==> config.mk <==
export PLATFORM = sky130hd
export DESIGN_NAME = alu_write_arbiter
export DESIGN_NICKNAME = d
export VERILOG_FILES = /design/src/rtl/alu_write_arbiter.sv
export SDC_FILE = /design/constraint.sdc
export NUM_CORES = 1
export LEC_CHECK = 0
export CAP_MARGIN = 20
export CORE_UTILIZATION = 44
export DETAILED_ROUTE_END_ITERATION = 7
export HOLD_SLACK_MARGIN = 0.02
export PLACE_DENSITY_LB_ADDON = 0.05
export SKIP_LAST_GASP = 1
export SLEW_MARGIN = 40
export SYNTH_ARGS = -nofsm -noshare
export SYNTH_HDL_FRONTEND = slang
export SYNTH_SLANG_ARGS = --single-unit
export TNS_END_PERCENT = 10
==> constraint.sdc <==
create_clock -name clk_i -period 1.86 [get_ports clk_i]
set_clock_uncertainty 0.2 [all_clocks]
set_input_delay 0.372 -clock clk_i [delete_from_list [all_inputs] [get_ports clk_i]]
set_output_delay 0.372 -clock clk_i [all_outputs]
set_load 0.02 [all_outputs]
==> src/rtl/alu_write_arbiter.sv <==
// rtl/alu_write_arbiter.sv - round-robin arbiter sharing one data-memory write port between ALU cores
`ifndef REG_WIDTH
`define REG_WIDTH 32
`endif

module alu_write_arbiter #(
  parameter int num_ports      = 4,
  parameter int mem_addr_width = 16,
  parameter int data_width     = `REG_WIDTH,
  parameter int idx_width      = $clog2(num_ports)
) (
  input  logic                                     clk_i,
  input  logic                                     reset_i,
  input  logic [num_ports-1:0]                     req_valid_i,
  input  logic [num_ports-1:0][mem_addr_width-1:0] req_addr_i,
  input  logic [num_ports-1:0][data_width-1:0]     req_data_i,
  output logic [num_ports-1:0]                     req_ready_o,
  output logic                                     mem_valid_o,
  output logic [mem_addr_width-1:0]                mem_addr_o,
  output logic [data_width-1:0]                    mem_data_o,
  output logic [idx_width-1:0]                     mem_port_o,
  input  logic                                     mem_ready_i,
  output logic                                     busy_o
);

  logic [num_ports-1:0]                     pend;
  logic [num_ports-1:0][mem_addr_width-1:0] pend_addr;
  logic [num_ports-1:0][data_width-1:0]     pend_data;
  logic [idx_width-1:0]                     last;

  logic                 out_free;
  logic                 grant_found;
  logic [idx_width-1:0] grant_idx;
  logic [idx_width-1:0] cand;

  // Ready depends only on holding-register state, so a port freed by a grant
  // accepts its next request one cycle later.
  assign req_ready_o = ~pend;
  assign out_free    = !mem_valid_o || mem_ready_i;
  assign busy_o      = (|pend) || mem_valid_o;

  // Search starts one past the previous winner and wraps, giving each port
  // at most num_ports-1 grants of wait while continuously pending.
  always_comb begin
    grant_found = 1'b0;
    grant_idx   = '0;
    cand        = '0;
    for (int k = 1; k <= num_ports; k++) begin
      cand = idx_width'((int'(last) + k) % num_ports);
      if (!grant_found && pend[cand]) begin
        grant_found = 1'b1;
        grant_idx   = cand;
      end
    end
  end

  always_ff @(posedge clk_i) begin
    if (reset_i) begin
      pend        <= '0;
      pend_addr   <= '0;
      pend_data   <= '0;
      last        <= idx_width'(num_ports - 1);
      mem_valid_o <= 1'b0;
      mem_addr_o  <= '0;
      mem_data_o  <= '0;
      mem_port_o  <= '0;
    end else begin
      for (int i = 0; i < num_ports; i++) begin
        if (req_valid_i[i] && !pend[i]) begin
          pend[i]      <= 1'b1;
          pend_addr[i] <= req_addr_i[i];
          pend_data[i] <= req_data_i[i];
        end
      end
      // A granted port always has pend set, so it never collides with the
      // acceptance above in the same cycle.
      if (out_free) begin
        if (grant_found) begin
          mem_valid_o     <= 1'b1;
          mem_addr_o      <= pend_addr[grant_idx];
          mem_data_o      <= pend_data[grant_idx];
          mem_port_o      <= grant_idx;
          pend[grant_idx] <= 1'b0;
          last            <= grant_idx;
        end else begin
          mem_valid_o <= 1'b0;
        end
      end
    end
  end

endmodule

==> results of run 1 <==
## critical path, stage by stage, from the launching register on
cell and delay [ps]:
dfxtp_1 300, or2_1 230, or4_1 380, buf_2 180
## cells in the final DEF, fill, tap and decap left out, types with 3 or more instances in the layout
cell type        synthesis  layout
clkbuf_16                0      31
nor2b_4                  0       5
a211oi_1                52      42
a21oi_1                195     194
clkdlybuf4s50_1          0     243
a221oi_2                 0       8
mux2_1                  34      34
inv_1                    4       4
mux2i_1                 14      13
buf_12                   0      33
dfxtp_1                249     245
clkinv_2                 0       5
nand2_1                423     419
or2_0                   14       9
a221oi_1                48      40
or2_1                    1       6
dlygate4sd2_1            0       5
a211oi_2                 0      10
nor2_1                  59      59
nor3_1                   3       3
clkbuf_8                 0      10
buf_6                    2       3
clkbuf_1                80       6
dfxtp_2                  0       3
buf_4                    1      42
nand2b_1                 3       3
nand2_2                  0       4
## registers in the layout, summed over array words and instances, names as in the netlist
register     count
mem_port_o       2
mem_addr_o      16
pend_addr       64
pend             4
mem_valid_o      1
mem_data_o      32
last             2
pend_data      128
## cells in the mapped netlist, types with 3 or more instances
cell type | n | area share (%)
a211oi_1 | 52 | 4.0
a21oi_1 | 195 | 9.9
a221oi_1 | 48 | 4.3
buf_1 | 8 | 0.30
buf_2 | 13 | 0.66
clkbuf_1 | 80 | 3.0
dfxtp_1 | 249 | 51
inv_1 | 4 | 0.15
mux2_1 | 34 | 3.9
mux2i_1 | 14 | 1.4
nand2_1 | 423 | 16
nand2b_1 | 3 | 0.19
nor2_1 | 59 | 2.2
nor2b_1 | 7 | 0.44
nor3_1 | 3 | 0.15
or2_0 | 14 | 0.89
## cells by family after synthesis
| group | count (synthesis) |
|---|---|
| compound gates | 310 |
| buf+inv | 108 |
| flops | 249 |
| mux | 48 |
| simple gates | 513 |
## worst paths after layout
| check | from | endpoint | slack, ps | depth (start not counted) |
|---|---|---|---|---|
| setup / recovery | pend[3]$_SDFF_PP0_ | busy_o | -330 | 3 |
| hold / removal | reset_i | mem_port_o[1]$_SDFFE_PP0P_ | 90 | 2 |
| setup reg to reg | pend[1]$_SDFF_PP0_ | mem_data_o[8]$_SDFFE_PP0P_ | -220 | 7 |
| hold reg to reg | pend_addr[48]$_SDFFE_PP0P_ | pend_addr[48]$_SDFFE_PP0P_ | 250 | 2 |
## area by class of cell
class | instances | area (um^2) | share of cell area [%]
Clock buffer | 42 | 822 | 5.66
Inverter | 4 | 15.0 | 0.103
Clock inverter | 6 | 33.8 | 0.232
Multi-Input combinational cell | 871 | 4680 | 32.2
Timing Repair Buffer | 334 | 3640 | 25.1
Tap cell | 280 | 350 | 2.41
Antenna cell | 1 | 2.50 | 0.0172
Sequential cell | 249 | 4990 | 34.3
## metrics by stage
stage | power (uW) | cells | hold slack, ps | cell area (um^2) | setup WS, ps
floorplan | 8180 | 1228 | 232 | 9920 | -8.83
global placement | 10300 | 1732 | 239 | 13400 | -291
detailed placement | 10300 | 1732 | 243 | 13400 | -304
CTS | 15400 | 1781 | 66.3 | 14300 | -346
global route | 16300 | 1786 | 99.7 | 14500 | -381
finish | 15600 | 1787 | 90.5 | 14500 | -328
## metal layers
metal / routed length [um] / global-route usage (%) / vias up
li1: - / - / 4671
met1: 13700 / 34.9 / 4503
met5: 0 / 0 / -
met2: 15200 / 45.3 / 291
met4: 871 / 8.17 / 0
met3: 1840 / 3.26 / 58
## timing repair
action | in CTS | in global routing
pin swaps | 0 | 6
buffers inserted | 1 | 1
cloned | 0 | 4
resized for setup | 32 | 35
setup endpoints to repair | 107 | 106
## power by group through the flow
| stage | clock network [uW] | registers, uW | logic (uW) |
|---|---|---|---|
| 2_1_floorplan | 0 | 6400 | 1780 |
| 3_3_place_gp | 0 | 6230 | 4050 |
| 3_5_place_dp | 0 | 6240 | 4090 |
| 4_1_cts | 5170 | 6130 | 4090 |
| 5_1_grt | 5410 | 6200 | 4670 |
| 6_report | 5090 | 6140 | 4350 |
==> impl_metrics.env, run 1 <==
export IMPL_status="finished with violations"
export IMPL_violations="negative setup slack"
export IMPL_globalplace_congestion=0.835
export IMPL_cts_hold_buf=0
export IMPL_start_util_pct=45.1
export IMPL_root_buffer="clkbuf_16"
export IMPL_drt_total_wl_um=31600
export IMPL_dieArea_um2=23000
export IMPL_dr_first_iter_drc_count=524
export IMPL_rsz0062_at_grt="yes"
export IMPL_cts_tree="built"
export IMPL_synth_async_sr_flop_share_pct=0
export IMPL_synth_edff_count=0
export IMPL_p_per_area_nw_per_um2=1070
export IMPL_nets=1686
export IMPL_hpwl_um=21200
export IMPL_finalWorstSetupSlack_ps=-328
export IMPL_dr_pass1_iters=5
export IMPL_ys_warn_count=0
export IMPL_portBuffers=254
export IMPL_maxSlewViolCount=0
export IMPL_wire_per_inst_um=17.7
export IMPL_clock_sinks=249
export IMPL_antenna_found_initial=1
export IMPL_syn_avg_cell_area_um2=8.03
export IMPL_hold_path_class="input port to flip-flop"
export IMPL_vias=9523
export IMPL_pin_count=255
export IMPL_muxShareOfSynthArea_pct=5.30
export IMPL_crit_fanout=2
export IMPL_grt_usage_pct=26.6
export IMPL_synth_fa_ha_area_share_pct=0
export IMPL_htree_levels=1
export IMPL_finalCritPeriodShare_pct=118
export IMPL_ir_worst_vdd_mv=0.611
export IMPL_end_kind="primary output"
export IMPL_finalCoreUtilization_pct=66.4
export IMPL_relSlewSlack_pct=75.4
export IMPL_combinationalPowerShare_pct=27.9
export IMPL_clkTransAtPathRegs_ps=60
export IMPL_worstMarginPinSlew_ps=369
export IMPL_viasPerCell=5.33
export IMPL_synthSimpleGateAreaFrac_pct=20.3
export IMPL_synth_area_um2=9860
export IMPL_synthXorXnorAreaFrac_pct=0
export IMPL_p_int_uw=11000
export IMPL_dieWidth_um=152
export IMPL_swShare_pct=29.6
export IMPL_synth_main_ff_cell="dfxtp_1"
export IMPL_synth_compound_area_share_pct=19.4
export IMPL_grt_pass1_wl_um=47800
export IMPL_synth_top_family_by_area="simple AND/OR/NAND/NOR gates"
export IMPL_cap_violations=0
export IMPL_ys_seq_area_share_pct=50.5
export IMPL_clk_latency_ps=540
export IMPL_fmax_ghz=0.457
export IMPL_core_region_area_um2=21900
export IMPL_cp_start_kind="flip-flop"
export IMPL_yosysUniqueCellTypes=34
export IMPL_clk_path_buf_depth=3
export IMPL_ys_seq_elements=249
export IMPL_drc=0
export IMPL_area_growth_pct=47.4
export IMPL_gr_total_overflow=0
export IMPL_cts_buffers=27
export IMPL_switchingPower_uw=4610
export IMPL_critPathArrivalTime_ps=1620
export IMPL_setup_viol=98
export IMPL_fin_crit_ps=2190
export IMPL_hold_viol=0
export IMPL_power_leakage_uw=0.00560
export IMPL_fin_setup_tns_ps=-17150
export IMPL_rows=54
export IMPL_drive_gt1_share_pct=11.4
export IMPL_cp_data_required_time_ps=1290
export IMPL_fillCellCount=1883
export IMPL_grt_pass1_vias=9097
export IMPL_seqPwrFrac_pct=39.4
export IMPL_dieHeight_um=152
export IMPL_syn_nets=1427
export IMPL_ant_nets=0
export IMPL_synth_cells=1228
export IMPL_grt_max_degree=56
export IMPL_clkPwrFrac_pct=32.7
export IMPL_crit_type="flip-flop to primary output"
No activity file was read; power rests on OpenSTA's default activity.
==> run 2, diff against run 1 <==
--- a/config.mk
+++ b/config.mk
@@ -5,10 +5,13 @@
 export SDC_FILE = /design/constraint.sdc
 export NUM_CORES = 1
 export LEC_CHECK = 0
+export ABC_CLOCK_PERIOD_IN_PS = 1860
 export CAP_MARGIN = 20
+export CORE_ASPECT_RATIO = 1.5
 export CORE_UTILIZATION = 44
 export DETAILED_ROUTE_END_ITERATION = 7
 export HOLD_SLACK_MARGIN = 0.02
+export MAX_ROUTING_LAYER = met4
 export PLACE_DENSITY_LB_ADDON = 0.05
 export SKIP_LAST_GASP = 1
 export SLEW_MARGIN = 40
==> impl_metrics.env, run 2 (synthesis gave the netlist of run 1 again) <==
export IMPL_maxSlewViolCount=0
export IMPL_finalCritPeriodShare_pct=118
export IMPL_ant_nets=0
export IMPL_p_total_uw=15300
export IMPL_top_regs="pend_data: 128 flops, pend_addr: 64 flops, mem_data_o: 32 flops"
export IMPL_dr_pass1_iters=5
export IMPL_clkPwrFrac_pct=30.9
export IMPL_final_common_cell="nand2_1"
export IMPL_antenna_found_initial=0
export IMPL_seqPwrFrac_pct=40.3
export IMPL_top_register="pend_data"
export IMPL_fmax_ghz=0.455
export IMPL_hold_path_class="input port to flip-flop"
export IMPL_relSlewSlack_pct=71.4
export IMPL_crit_fanout=2
export IMPL_rsz0062_at_grt="yes"
export IMPL_grt_pass1_vias=9578
export IMPL_fin_crit_ps=2200
export IMPL_portBuffers=254
export IMPL_vias=9591
export IMPL_cp_start_kind="flip-flop"
export IMPL_root_buffer="clkbuf_16"
export IMPL_dr_first_iter_drc_count=616
export IMPL_critPathArrivalTime_ps=1630
export IMPL_setup_viol=101
export IMPL_mostFrequentLayoutCells="nand2_1 (416), dfxtp_1 (244), clkdlybuf4s50_1 (242)"
export IMPL_cp_data_required_time_ps=1290
export IMPL_grt_usage_pct=27.7
export IMPL_htree_levels=1
export IMPL_largest_register_ffs=128
export IMPL_combinationalPowerShare_pct=28.8
export IMPL_dieWidth_um=124
export IMPL_gr_total_overflow=0
export IMPL_cts_hold_buf=0
export IMPL_finalCoreUtilization_pct=66.2
export IMPL_end_kind="primary output"
export IMPL_hold_viol=0
export IMPL_drive_gt1_share_pct=11.3
export IMPL_hpwl_um=21600
export IMPL_diodes=0
export IMPL_viasPerCell=5.39
export IMPL_ir_worst_vdd_mv=0.715
export IMPL_drt_total_wl_um=32500
export IMPL_power_leakage_uw=0.00559
export IMPL_p_int_uw=10700
export IMPL_clkTransAtPathRegs_ps=60
export IMPL_grt_pass1_wl_um=49400
export IMPL_worstMarginPinSlew_ps=430
export IMPL_status="finished with violations"
export IMPL_pin_count=255
export IMPL_switchingPower_uw=4570
export IMPL_cts_tree="built"
export IMPL_clock_sinks=249
export IMPL_nets=1694
export IMPL_wire_per_inst_um=18.3
export IMPL_fin_setup_tns_ps=-17550
export IMPL_dieArea_um2=23000
export IMPL_clk_path_buf_depth=3
export IMPL_finalWorstSetupSlack_ps=-337
export IMPL_p_per_area_nw_per_um2=1060
export IMPL_violations="negative setup slack"
export IMPL_dieHeight_um=185
export IMPL_grt_max_degree=50
export IMPL_cts_buffers=24
export IMPL_start_util_pct=45.2
export IMPL_crit_type="flip-flop to primary output"
export IMPL_core_region_area_um2=21800
export IMPL_cap_violations=0
export IMPL_swShare_pct=30.0
export IMPL_drc=0
export IMPL_globalplace_congestion=0.804
export IMPL_area_growth_pct=46.4
export IMPL_clk_latency_ps=520
export IMPL_rows=66
[run 2: what timing repair did]
item	CTS	global route
pin swaps	0	6
setup endpoints to repair	107	107
setup buffers	2	3
gates resized for setup	31	28
cloned	0	6
[run 2: final cells by class]
type | count | area, um^2
Clock buffer | 36 | 697
Clock inverter | 3 | 40.0
Fill cell | 1907 | 7360
Inverter | 4 | 15.0
Multi-Input combinational cell | 871 | 4630
Sequential cell | 249 | 5000
Tap cell | 272 | 340
Timing Repair Buffer | 345 | 3720
[run 2: final timing paths]
kind | start | to | slack [ps] | depth (start not counted)
max reg2reg | last[1]$_SDFFE_PP1P_ | mem_data_o[15]$_SDFFE_PP0P_ | -240 | 7
max | pend[3]$_SDFF_PP0_ | busy_o | -340 | 3
min reg2reg | pend_addr[60]$_SDFFE_PP0P_ | pend_addr[60]$_SDFFE_PP0P_ | 250 | 2
min | reset_i | mem_data_o[10]$_SDFFE_PP0P_ | 130 | 2
[run 2: routing by layer]
layer	track usage, %	wire [um]	vias to the layer above
met2	48.7	16700	308
met5	-	0	-
met1	32.1	13100	4524
li1	-	-	4696
met3	3.44	1660	63
met4	10.5	996	0
[run 2: critical path: stages, from the launching register on]
cell and delay, ps:
dfxtp_1 310, or2_1 230, or4_1 420, buf_6 160
[run 2: through the flow]
stage,cell area (um^2),instances,setup WS [ps],hold slack (ps)
2_1_floorplan,9920,1228,-8.83,232
3_3_place_gp,13400,1730,-231,238
3_5_place_dp,13400,1730,-278,243
4_1_cts,14200,1771,-356,111
5_1_grt,14400,1780,-379,143
6_report,14400,1780,-337,128
[run 2: power by group through the flow]
stage	clock (uW)	combinational (uW)	sequential, uW
final	4720	4400	6150
after global routing	4980	4710	6200
after CTS	4770	4080	6140
after detailed placement	0	4070	6250
after global placement	0	4020	6240
after floorplan	0	1780	6400
==> run 3, diff against run 2 <==
--- a/config.mk
+++ b/config.mk
@@ -8,6 +8,7 @@
 export ABC_CLOCK_PERIOD_IN_PS = 1860
 export CAP_MARGIN = 20
 export CORE_ASPECT_RATIO = 1.5
+export CORE_MARGIN = 2
 export CORE_UTILIZATION = 44
 export DETAILED_ROUTE_END_ITERATION = 7
 export HOLD_SLACK_MARGIN = 0.02
==> impl_metrics.env, run 3 (synthesis gave the netlist of run 1 again) <==
export IMPL_top_register="pend_data"
export IMPL_clkPwrFrac_pct=31.5
export IMPL_finalWorstSetupSlack_ps=-348
export IMPL_p_int_uw=10800
export IMPL_hold_viol=0
export IMPL_finalCoreUtilization_pct=65.5
export IMPL_hold_slack_ps=59.2
export IMPL_drt_total_wl_um=33000
export IMPL_seqPwrFrac_pct=39.9
export IMPL_viasPerCell=5.36
export IMPL_dieWidth_um=126
export IMPL_swShare_pct=30.2
export IMPL_gr_total_overflow=0
export IMPL_drc=0
export IMPL_placed_area_um2=13400
export IMPL_fmax_ghz=0.453
export IMPL_drive_gt1_share_pct=12.4
export IMPL_grt_pass1_wl_um=50900
export IMPL_dr_pass1_iters=5
export IMPL_clkTransAtPathRegs_ps=60
export IMPL_crit_fanout=2
export IMPL_fin_crit_ps=2210
export IMPL_clock_sinks=249
export IMPL_antenna_found_initial=1
export IMPL_post_place_ws_ps=-288
export IMPL_end_kind="primary output"
export IMPL_rsz0062_at_grt="yes"
export IMPL_clk_path_buf_depth=3
export IMPL_hpwl_um=22500
export IMPL_wire_per_inst_um=18.4
export IMPL_dieHeight_um=187
export IMPL_top_regs="pend_data: 128 flops, pend_addr: 64 flops, mem_data_o: 32 flops"
export IMPL_largest_register_ffs=128
export IMPL_cts_buffers=25
export IMPL_vias=9602
export IMPL_dieArea_um2=23700
export IMPL_crit_type="flip-flop to primary output"
export IMPL_finalCritPeriodShare_pct=119
export IMPL_cp_data_required_time_ps=1290
export IMPL_cts_hold_buf=0
export IMPL_hold_path_class="input port to flip-flop"
export IMPL_slowest_delay_ps=420
export IMPL_power_leakage_uw=0.00561
export IMPL_htree_levels=1
export IMPL_status="finished with violations"
export IMPL_nets=1696
export IMPL_core_region_area_um2=22200
export IMPL_mostFrequentLayoutCells="nand2_1 (418), clkdlybuf4s50_1 (246), dfxtp_1 (246)"
export IMPL_start_util_pct=44.4
export IMPL_rows=67
export IMPL_cp_start_kind="flip-flop"
export IMPL_worstPathCellList="or2_1 > or4_4 > buf_6"
export IMPL_grt_pass1_vias=9595
export IMPL_area_growth_pct=47.5
export IMPL_combinationalPowerShare_pct=28.6
export IMPL_p_per_area_nw_per_um2=1060
export IMPL_globalplace_congestion=0.842
export IMPL_portBuffers=254
export IMPL_maxSlewViolCount=0
export IMPL_cts_tree="built"
export IMPL_cp_slowest_cell="or4_4"
export IMPL_grt_max_degree=53
export IMPL_ir_worst_vdd_mv=0.710
export IMPL_fin_setup_tns_ps=-19940
export IMPL_worstMarginPinSlew_ps=384
export IMPL_switchingPower_uw=4670
export IMPL_dr_first_iter_drc_count=529
export IMPL_fin_area_um2=14600
export IMPL_grt_usage_pct=27.6
export IMPL_relSlewSlack_pct=74.4
export IMPL_setup_viol=106
export IMPL_ant_nets=0
export IMPL_final_common_cell="nand2_1"
export IMPL_worst_path_buf_inv=1
export IMPL_crit_family="simple AND/OR/NAND/NOR gates"
export IMPL_critPathArrivalTime_ps=1640
export IMPL_violations="negative setup slack"
export IMPL_root_buffer="clkbuf_16"
export IMPL_pin_count=255
export IMPL_cap_violations=0
export IMPL_clk_latency_ps=530
## run 3: changes by cell type in the layout (fill, tap and decap cells not counted), sizes merged
cell           previous run  this run
buf                      90        95
bufinv                    1         0
clkbuf                   42        41
clkdlybuf4s50           242       246
clkinv                    2         3
diode                     0         1
dlygate4sd2               4         1
dlymetal6s2s              1         0
inv                       4         6
## run 3: metal layers
layer  vias to the layer above  track usage, %  wire length [um]
met3                        85            3.29              1640
met1                      4493            32.0             13200
met4                         0            10.9              1130
met2                       333            48.5             17100
met5                         -               -                 0
li1                       4691               -                 -
## run 3: timing repair
item                                    4_1_cts  5_1_grt
gates cloned                                  1        1
gates resized for setup                      34       34
buffers inserted                              5        4
endpoints found under the setup margin      108      108
pin swaps                                     2        6
endpoints found under the hold margin         0        0
## run 3: layout make-up
cell class / instances / area [um^2]
antenna: 1 / 2.50
clock buffer: 39 / 748
clock inverter: 5 / 32.5
fill: 1897 / 7660
inverter: 4 / 15.0
multi-input combinational: 871 / 4690
sequential: 249 / 4990
tap: 276 / 345
timing repair buffer: 346 / 3730
## run 3: power groups by stage
stage          registers, uW  logic [uW]  clock network (uW)
6_report                6160        4420                4860
3_5_place_dp            6250        4110                   0
3_3_place_gp            6250        4070                   0
5_1_grt                 6210        4740                5130
2_1_floorplan           6400        1780                   0
4_1_cts                 6140        4250                4920
## run 3: final timing paths
kind                                    from                          end  slack (ps)  cells after the start
setup / recovery          pend[2]$_SDFF_PP0_                       busy_o        -350                      3
hold / removal                       reset_i   pend_data[74]$_SDFFE_PP0P_          60                      2
setup reg to reg          pend[1]$_SDFF_PP0_  mem_data_o[23]$_SDFFE_PP0P_        -270                      8
hold reg to reg   pend_addr[59]$_SDFFE_PP0P_   pend_addr[59]$_SDFFE_PP0P_         250                      2
## run 3: per-stage QoR
step,instances,power (uW)
5_1_grt,1791,16100
6_report,1791,15400
2_1_floorplan,1228,8180
3_5_place_dp,1735,10400
4_1_cts,1785,15300
3_3_place_gp,1735,10300
